File: config.mk
export PLATFORM = sky130hd
export DESIGN_NAME = decade_freq_ctrl
export DESIGN_NICKNAME = d
export VERILOG_FILES = /design/src/rtl/decade_freq_ctrl.sv
export SDC_FILE = /design/constraint.sdc
export NUM_CORES = 1
export LEC_CHECK = 0
export ABC_AREA = 0
export ABC_CLOCK_PERIOD_IN_PS = 3220
export CAP_MARGIN = 10
export CELL_PAD_IN_SITES_DETAIL_PLACEMENT = 0
export CELL_PAD_IN_SITES_GLOBAL_PLACEMENT = 1
export CORE_MARGIN = 3
export CORE_UTILIZATION = 35
export DETAILED_ROUTE_END_ITERATION = 7
export MAX_ROUTING_LAYER = met4
export PLACE_DENSITY_LB_ADDON = 0.1
export SYNTH_ARGS = -nofsm -noshare
export SYNTH_HDL_FRONTEND = slang
export SYNTH_SLANG_ARGS = --single-unit
export TNS_END_PERCENT = 50
File: constraint.sdc
create_clock -name clk_i -period 3.22 [get_ports clk_i]
set_input_delay 0.483 -clock clk_i [delete_from_list [all_inputs] [get_ports clk_i]]
set_output_delay 0.483 -clock clk_i [all_outputs]
set_load 0.05 [all_outputs]
File: src/rtl/decade_freq_ctrl.sv
// Frequency divider controller: a four-stage BCD decade chain with start/stop
// and glitch-free selection of clk_i/10 .. clk_i/10000 at a period boundary.
module decade_freq_ctrl #(
    parameter logic [1:0] DEFAULT_SEL = 2'd0
) (
    input  logic        clk_i,
    input  logic        reset,
    input  logic        start_i,
    input  logic        stop_i,
    input  logic [1:0]  sel_i,
    input  logic        sel_valid_i,
    output logic        sel_ready_o,
    output logic        tick_o,
    output logic        freq_o,
    output logic        busy_o,
    output logic [1:0]  cur_sel_o,
    output logic [15:0] count_o
);

    typedef enum logic [1:0] {
        IDLE = 2'd0,
        RUN  = 2'd1,
        PEND = 2'd2
    } state_t;

    state_t           state, state_next;
    logic [1:0]       cur_sel, cur_sel_next;
    logic [1:0]       pend_sel, pend_sel_next;
    logic [3:0][3:0]  digits;
    logic [3:0]       nine;
    logic [3:0]       span_nine;
    logic [3:0]       carry;
    logic             busy;
    logic             tick;
    logic             clear;
    logic             freq;

    // span_nine[k]: digits 0..k all at 9, i.e. the span of exponent k is at terminal count
    always_comb begin
        for (int k = 0; k < 4; k++) begin
            nine[k] = (digits[k] == 4'd9);
        end
        span_nine[0] = nine[0];
        for (int k = 1; k < 4; k++) begin
            span_nine[k] = span_nine[k-1] & nine[k];
        end
        carry = {span_nine[2:0], 1'b1};
    end

    assign busy = (state != IDLE);
    assign tick = busy & span_nine[cur_sel];

    // NOTE: every signal driven here gets a default first so no path can leave it
    // unassigned; otherwise synthesis infers a latch to hold the old value.
    always_comb begin
        state_next    = state;
        cur_sel_next  = cur_sel;
        pend_sel_next = pend_sel;
        clear         = 1'b0;
        unique case (state)
            IDLE: begin
                clear = 1'b1;
                if (sel_valid_i) cur_sel_next = sel_i;
                if (start_i)     state_next   = RUN;
            end
            RUN: begin
                if (stop_i) begin
                    state_next = IDLE;
                    clear      = 1'b1;
                end else if (sel_valid_i) begin
                    pend_sel_next = sel_i;
                    state_next    = PEND;
                end
            end
            PEND: begin
                // Switch only on the terminal count so no half-period is cut short
                if (stop_i) begin
                    state_next = IDLE;
                    clear      = 1'b1;
                end else if (tick) begin
                    cur_sel_next = pend_sel;
                    clear        = 1'b1;
                    state_next   = RUN;
                end
            end
            default: begin
                state_next = IDLE;
                clear      = 1'b1;
            end
        endcase
    end

    // NOTE: registers use non-blocking assignments so every flop samples the
    // pre-edge values, independent of statement order within the block.
    always_ff @(posedge clk_i) begin
        if (reset) begin
            state    <= IDLE;
            cur_sel  <= DEFAULT_SEL;
            pend_sel <= DEFAULT_SEL;
        end else begin
            state    <= state_next;
            cur_sel  <= cur_sel_next;
            pend_sel <= pend_sel_next;
        end
    end

    always_ff @(posedge clk_i) begin
        if (reset || clear) begin
            digits <= '0;
        end else begin
            for (int k = 0; k < 4; k++) begin
                if (carry[k]) digits[k] <= nine[k] ? 4'd0 : digits[k] + 4'd1;
            end
        end
    end

    // Stop wins over a same-cycle tick: output drops to 0 instead of toggling
    always_ff @(posedge clk_i) begin
        if (reset || !busy || stop_i) begin
            freq <= 1'b0;
        end else if (tick) begin
            freq <= ~freq;
        end
    end

    assign sel_ready_o = (state != PEND);
    assign tick_o      = tick;
    assign freq_o      = freq;
    assign busy_o      = busy;
    assign cur_sel_o   = cur_sel;
    assign count_o     = digits;

endmodule

* Word level (Yosys, flattened, before mapping)
Cells that the tools add are included.
** Storage, ports and cells
- Register bits :: 23
- Bits in latches :: 0
- RAM bits :: 0
- Memory bits (read-only) :: 0
- Input bits :: 7
- Output and inout port bits :: 22
- Word-level logic and storage cells :: 62
- Memories kept :: 0
** Operators by class
- $add $sub $neg :: 4
- Multiply operators :: 0
- Div/mod/pow operators :: 0
- $lt $le $gt $ge :: 1
- Equality and inequality tests :: 13
- Shift operators :: 0
- Multiplexer cells :: 19
- Bitwise gates (word level) :: 6
- Reductions and logical operators :: 11
** Operators with widths (count)
- $add A4 B1 Y4 const B :: 4
- $eq A4 B4 Y1 const B :: 4
- $mux W2 :: 8
- $mux W4 :: 3
- $ne A2 B2 Y1 const B :: 5
- $ne A3 B3 Y1 const B :: 2
- $pmux W2 S3 :: 1
- $reduce_and A3 Y1 :: 2
- $and A1 B1 Y1 :: 4
- $mux W1 :: 4
- $pmux W2 S2 :: 1
- $reduce_and A4 Y1 :: 1
- $reduce_bool A2 Y1 :: 2
- $logic_or A1 B1 Y1 :: 3
- $lt A2 B3 Y1 const B :: 1
- $bmux W1 S2 :: 1
- $eq A2 B1 Y1 const B :: 1
- $eq A2 B2 Y1 const B :: 1
- $logic_not A2 Y1 :: 1
- $not A1 Y1 :: 2
- $pmux W1 S2 :: 1
- $reduce_or A2 Y1 :: 1
- $logic_not A1 Y1 :: 1

* Longest topological paths before layout
- Depth after elaboration :: 12
- Mapped depth :: 9
- Mapped depth without buffers :: 7

* Worst setup path before layout
OpenSTA, ideal clock, no wires.
- Path kind :: register to register
- Start point :: reg digits (netlist bit count_o[0])
- End point :: reg cur_sel[0], in the netlist cur_sel_o[0]
- Library setup time :: 121 ps
- Arrival :: 2502 ps
- Data required time :: 3099 ps
- Setup slack :: 597 ps
- Stages on the path, launching flop included :: 8
- Path buffers :: 1
- Clock period less this slack :: 2623 ps
- Cells stage by stage :: dfxtp_1 -> ha_1 -> and3b_1 -> clkbuf_1 -> inv_1 -> nor4_4 -> a32oi_1 -> mux2_2
** Between the ends
- Cells in the longest elaborated chain, start to end :: 9
** Ends and longest elaborated chain
- start: declaration :: RTL line 29 : logic [3:0][3:0] digits;
- start signal: indexed assignment :: RTL line 112 : if (carry[k]) digits[k] <= nine[k] ? 4'd0 : digits[k] + 4'd1;
- $eq A4 B4 Y1 * :: RTL line 41 : nine[k] = (digits[k] == 4'd9);
- $and A1 B1 Y1 (3 in a row) :: RTL line 45 : span_nine[k] = span_nine[k-1] & nine[k];
- $bmux W1 S2 * :: RTL line 51 : assign tick = busy & span_nine[cur_sel];
- $mux W1 (not written as such) * :: RTL line 51
- $and A1 B1 Y1 * :: RTL line 51
- via tick_o :: RTL line 13 : output logic tick_o,
- $ne A2 B2 Y1 (no source line) *
- $reduce_and A4 Y1 (no source line) *
- end signal: assignment :: RTL line 102 : cur_sel <= cur_sel_next;
- end: declaration :: RTL line 27 : logic [1:0] cur_sel, cur_sel_next;
The timed path passes the listed nets; every way through them passes the cells marked *. The select of a mux whose other input is x is not followed.
A chain may end at the register's enable or synchronous reset.

* Final worst setup path
- Start point :: reg digits (netlist bit count_o[0])
- End point :: out tick_o
** Between the ends
- Cells in the longest elaborated chain, start to end :: 7
** Ends and longest elaborated chain (RTL line)
- $eq A4 B4 Y1 * :: 41
- $and A1 B1 Y1 (3 in a row) :: 45
- $bmux W1 S2 * :: 51
- $mux W1 (not written as such) * :: 51
- $and A1 B1 Y1 * :: 51
- end: declaration :: 13
Every way passes the cells marked *; elsewhere a longest branch is shown, timed or not. The select of a mux whose other input is x is not followed.

==> impl_metrics.tcl <==
set metrics [dict create \
    timing_max_transition_violations_final 0 \
    regToRegSetupSlack_ns 1.11 \
    detail_route.wirelength_mm 2.48 \
    globalRoute.busiestLayer "met2" \
    ys_dominant_reg_cell "dfxtp_1" \
    ys_types 36 \
    grt_use_met3_pct 2.56 \
    synth-edff-count 0 \
    place_hpwl_mm 1.87 \
    crit_path_end "tick_o" \
    cts_num_sinks 23 \
    timing.clock.skew_ns 0.00633 \
    tritoncts "yes" \
    via_per_inst 4.92 \
    crit_buf_inv 2 \
    worst_r2r_startpoint "count_o[0]" \
    critical-path-top-delay-family "buffers and inverters" \
    fin_setup_tns_ns 0 \
    globalRouteMet1Util_pct 18.4 \
    startpoint_type "flip-flop" \
    placement_rows 20 \
    worstPathArrival_ns 2.50 \
    maximum_number_of_pins_on_one_net_before_global_route_repair 17 \
    synthArstFlopShare_pct 0 \
    final_common_cell "clkdlybuf4s50_1" \
    fmaxAchievable_ghz 0.335 \
    finalSetupViolCount 0 \
    chipWidth_um 65.6 \
    commonest_cells_after_routing_fill_and_taps_aside "clkdlybuf4s50_1 (28), dfxtp_1 (23), nor2_1 (18)" \
    globalRouteTotalUtil_pct 13.1 \
    finish.instance_area_um2 1580 \
    grt_first_pass_wirelength_mm 4.41 \
    r2r_cells 6 \
    worstSkewPairLatency_ns 0.31 \
    post_cts.repair.setup_buffers 0 \
    overall_via_count_from_detail_route 1043 \
    first_global_vias 977 \
    maxCapViolations 0 \
    worst_setup_hold_path_clk_slew_ns 0.13 \
    ctsLongestPathBuffers 2 \
    postLayoutCoreUtil_pct 49.5 \
    detailedPlace.worstSlack_ns 0.599 \
    postCtsResizedCells 0 \
    crit_path_max_fanout 6 \
    timing_worst_setup_path_type "reg2out" \
    mappedNetlistArea_um2 1240 \
    critPathLaunch "count_o[0]" \
    timing.final.hold_violations 0 \
    power_per_cell_area_nw_per_um2 382 \
    placedInstanceArea_um2 1560 \
    drive_above_1_share_pct 7.14 \
    data_required_time_of_the_worst_path_ns 2.74 \
    ys.warnings.count 0 \
    ff_latch_area_um2 460 \
    floorplan.io_pins 29 \
    postSynthNetCount 152 \
    number_of_antenna_cells_inserted 0 \
    antenna_violating_nets_post_route 0 \
    reg2reg_to "count_o[15]" \
    ys_seq_elements 23 \
    fp.dieH_um 65.6 \
    ir_drop_v 0.000149 \
    design.die.area_um2 4300 \
    grt_setup_unrepaired "false" \
    cts-buffers-inserted 3 \
    ctsHoldBuffers 0 \
    area.growth.synth_to_final_pct 27.6 \
    h-tree-depth 1 \
    drt_iter0_markers 47 \
    gr-total-overflow 0 \
    final_min_period_over_clock_period_pct 92.7 \
    path_depth 5 \
    first_pass_iters 4 \
    gp_routability_congestion 0.778 \
    syn_inst 139 \
    num-nets-final 182 \
    synth.avg_cell_area_um2 8.93 \
    met2_global_route_usage_pct 19.0 \
    power.static_leakage_nw 0.545 \
    grt_antenna_before_repair 0 \
    slew_headroom_pct 51.4 \
    run_status "finished clean" \
    yosysSeqAreaShare_pct 37.1 \
    cts-root-buf "clkbuf_4" \
    worst_path_max_delay_cell "clkdlybuf4s50_1" \
    fin_crit_ns 2.99 \
    finalWorstSetupSlack_ns 0.235 \
    start_util_pct 38.7 \
    critPathCaptureType "output pin" \
    post-route-drc-count 0 \
    route.detailed.wl_per_inst_um 11.7 \
    area_used_by_multi_input_combinational_logic_um2 724 \
    critical_path.max_stage_delay_ns 0.88 \
    core_area_um2 3200 \
    worst_slew_pin_slew_ns 0.723 \
    portBuffers 28 \
    crit_chain "ha_1, and3b_1, inv_1, nor4_4, clkdlybuf4s50_1" \
    filler_instances 331 \
    min-delay-path-class "reg2reg" \
]
-- through the flow --
| step | hold slack (ns) | std cells | total power, W |
|---|---|---|---|
| after CTS | 0.517 | 212 | 0.000611 |
| after detailed placement | 0.487 | 208 | 0.000475 |
| after global routing | 0.561 | 212 | 0.000642 |
| final | 0.513 | 212 | 0.000605 |
| after floorplan | 0.463 | 139 | 0.000432 |
| after global placement | 0.478 | 208 | 0.000474 |
-- Yosys cell counts, types with 3 or more instances --
cell type,number,area share (%)
xnor2_1,8,5.6
ha_1,6,6.0
dfxtp_1,23,37
mux2i_1,6,4.8
o21ai_0,4,1.6
nor3_1,6,2.4
mux2_2,3,2.7
inv_1,10,3.0
nand2_1,9,2.7
a21oi_1,4,1.6
nand3_1,3,1.2
a31oi_1,4,2.0
nor2b_1,7,3.5
nor2_1,18,5.4
-- registers in the layout, indices dropped and copies added (netlist names) --
signal and flops:
count_o 16, cur_sel_o 2, freq_o 1, pend_sel 2, state 2
-- report_power, final --
| part | internal (W) | switching (W) | leakage (nW) |
|---|---|---|---|
| Combinational | 0.0000611 | 0.0000992 | 0.344 |
| Sequential | 0.000296 | 0.0000125 | 0.186 |
| Clock | 0.0000483 | 0.0000885 | 0.0150 |
-- worst min-delay path by stage --
stage | from | to | slack [ns] | cells after the start
floorplan | pend_sel[0] | pend_sel[0] | 0.46 | 2
global placement | pend_sel[0] | pend_sel[0] | 0.48 | 2
detailed placement | pend_sel[1] | pend_sel[1] | 0.49 | 2
CTS | pend_sel[1] | pend_sel[1] | 0.52 | 2
global route | count_o[0] | count_o[0] | 0.56 | 1
finish | pend_sel[1] | pend_sel[1] | 0.51 | 2
-- cell type report --
cell class                      instances  area share (%)
Clock buffer                            4            1.66
Inverter                               10            2.37
Multi-Input combinational cell        103            45.7
Sequential cell                        23            29.1
Tap cell                               44            3.48
Timing Repair Buffer                   28            17.7
-- cells by family (layout without fill, tap and decap cells) --
family,after synthesis,after routing,share of synthesized area [%]
XOR/XNOR,9,9,6.35
multiplexers,9,9,7.56
adder cells (fa/ha/maj),6,6,6.05
buffers and inverters,13,42,4.54
AO/OA/AOI/OAI,19,19,10.7
flip-flops,23,23,37.1
AND/OR/NAND/NOR,60,60,27.7
-- per-layer routing --
| metal | vias up | routed length, um |
|---|---|---|
| li1 | 547 | - |
| met4 | 0 | 15 |
| met3 | 2 | 94 |
| met1 | 475 | 1320 |
| met5 | - | 0 |
| met2 | 19 | 1060 |
-- worst register-to-register path, delay by kind of cell (launching register included) --
| kind | cells | cell delay, ns |
|---|---|---|
| AO/OA/AOI/OAI | 2 | 0.28 |
| adder cells (fa/ha/maj) | 1 | 0.21 |
| flip-flops | 1 | 0.41 |
| AND/OR/NAND/NOR | 3 | 1.08 |
No activity file was read; power rests on OpenSTA's default activity.
==> patch: new RTL, same flow settings <==
Encoding of `state_t`: now one-hot (3 bits for 3 states).
--- a/src/rtl/decade_freq_ctrl.sv
+++ b/src/rtl/decade_freq_ctrl.sv
@@ -18,8 +18,8 @@
 );
 
-    typedef enum logic [1:0] {
-        IDLE = 2'd0,
-        RUN  = 2'd1,
-        PEND = 2'd2
+    typedef enum logic [2:0] {
+        IDLE = 3'b001,
+        RUN  = 3'b010,
+        PEND = 3'b100
     } state_t;
 
Formal check against the unedited RTL: same outputs for any inputs over 10 cycles, from zero or initial values and one cycle with reset high; not proved beyond that.
==> patch against the original RTL <==
  * Sequential cell count up 1
  * Die area down 0.91%
  * Synthesized cell count down 1.4%
  * Setup slack better by 0.18 ns
  * Area after synthesis down 1.0%
  * Final area up 1.6%
  * Clock skew down 0.0043 ns
  * Sequential share of layout area up 0.79 points
  * Non-clock buffer count up 2
  * Routed wire length up 8.5%
  * Highest routed layer unchanged
Power is not compared: it rests on default switching activity, and its combinational part moved more than twofold at a synthesized area within 25%.
==> patch: results (changes against the original RTL) <==
| Metric | Value |
|---|---|
| Buffers excl. clock | 30 (was 28) |
| Layout cells sized above 1 | 6.51% (was 7.14%) |
| Global-route wire length before repair | 4710 um (was 4410 um) |
| Seq area share | 29.9% (was 29.1%) |
| Placed wire-length estimate | 2010 um (was 1870 um) |
| Buffering overhead | 18.5% (was 17.7%) |
| Share of the synthesized area in the top cell type | 39.1% (was 37.1%) |
| Synthesized flop and latch total | 24 (was 23) |
| Post-layout nets | 179 (was 182) |
| HP Start | count_o[10] (was pend_sel[1]) |
| Number of non-clock inverters in the layout | 4 (was 10) |
| Worst setup path start | state[0] (was count_o[0]) |
| Run status | complete, no violations (unchanged) |
| Crit path max fanout | 9 (was 6) |
| Slew margin rel. | 59.7% (was 51.4%) |
| Multi-input gates | 107 (was 103) |
| Initial drt markers | 68 (was 47) |
| Gp weighted congestion | 0.850 (was 0.778) |
| Post-Syn Nets | 146 (was 152) |
| Vias per Instance | 5.16 (was 4.92) |
| Largest register FFs | 16 (unchanged) |
| Post-Synth XOR/XNOR Area | 5.70% (was 6.35%) |
| Setup ws final | 0.411 ns (was 0.235 ns) |
| Unique cell type count in the Yosys netlist | 37 (was 36) |
| Largest cells by area after synthesis | dfxtp_1 (39%), mux2i_1 (4.9%), nor2_1 (4.6%), nor2b_1 (4.6%), a21oi_1 (4.1%) (was dfxtp_1 (37%), ha_1 (6.0%), xnor2_1 (5.6%), nor2_1 (5.4%), mux2i_1 (4.8%)) |
| Average wire per standard cell | 12.6 um (was 11.7 um) |
| Post-synthesis mux area share | 4.89% (was 7.56%) |
| Hold endpoint | count_o[11] (was pend_sel[1]) |
| Clock buf/inv share | 2.26% (was 1.66%) |
| Sequential cell area fraction in the yosys report | 39.1% (was 37.1%) |
| Total track usage | 14.1% (was 13.1%) |
| Post-Synth Adder-Cell Area | 2.04% (was 6.05%) |
| Synth cell count leaders | dfxtp_1 (24), nor2_1 (15), a21oi_1 (10) (was dfxtp_1 (23), nor2_1 (18), inv_1 (10)) |
| Combinational power | 67.2 uW |
| HP Class | reg -> reg (unchanged) |
| Multi-input combinational area share | 45.0% (was 45.7%) |
| Flop-to-flop setup slack | 1.08 ns (was 1.11 ns) |
| Worst R2R End | freq_o (was count_o[15]) |
| Cts hold-fix bufs | 0 (unchanged) |
| Worst clock skew | 0.00199 ns (was 0.00633 ns) |
| Place WS | 0.495 ns (was 0.599 ns) |
| Critical path data arrival time | 2.33 ns (was 2.50 ns) |
| Crit path capture | busy_o (was tick_o) |
| Post-synthesis compound-gate area fraction | 17.0% (was 10.7%) |
| Largest family of logic cells by synthesized area | simple AND/OR/NAND/NOR gates (unchanged) |
| Pleak | 0.000591 uW |
| Fill cells | 314 (was 331) |
[patch: critical path: stages (launching register included)]
cell             delay [ns]
dfxtp_1                0.44
nor2b_1                0.23
nor2b_1                0.51
inv_1                  0.12
clkdlybuf4s50_1        0.72
[patch: stage by stage]
step	util [%]	instance area, sq um	hold slack (ns)	std cells
after floorplan	-	1230	0.463	137
after global placement	49.0	1570	0.478	209
after detailed placement	49.0	1570	0.495	209
after CTS	50.2	1610	0.520	213
after global routing	50.2	1610	0.545	213
final	50.2	1610	0.517	213
[patch: metal layers]
| layer | vias up | GRT usage, % | wire (um) |
|---|---|---|---|
| li1 | 557 | - | - |
| met3 | 2 | 4.27 | 124 |
| met5 | - | - | 0 |
| met1 | 512 | 17.3 | 1320 |
| met4 | 0 | 3.11 | 18 |
| met2 | 28 | 22.8 | 1230 |
[patch: timing repair]
action | in CTS | in global routing
buffers inserted | 0 | 0
endpoints found under the setup margin | 0 | 1
resized for setup | 0 | 1
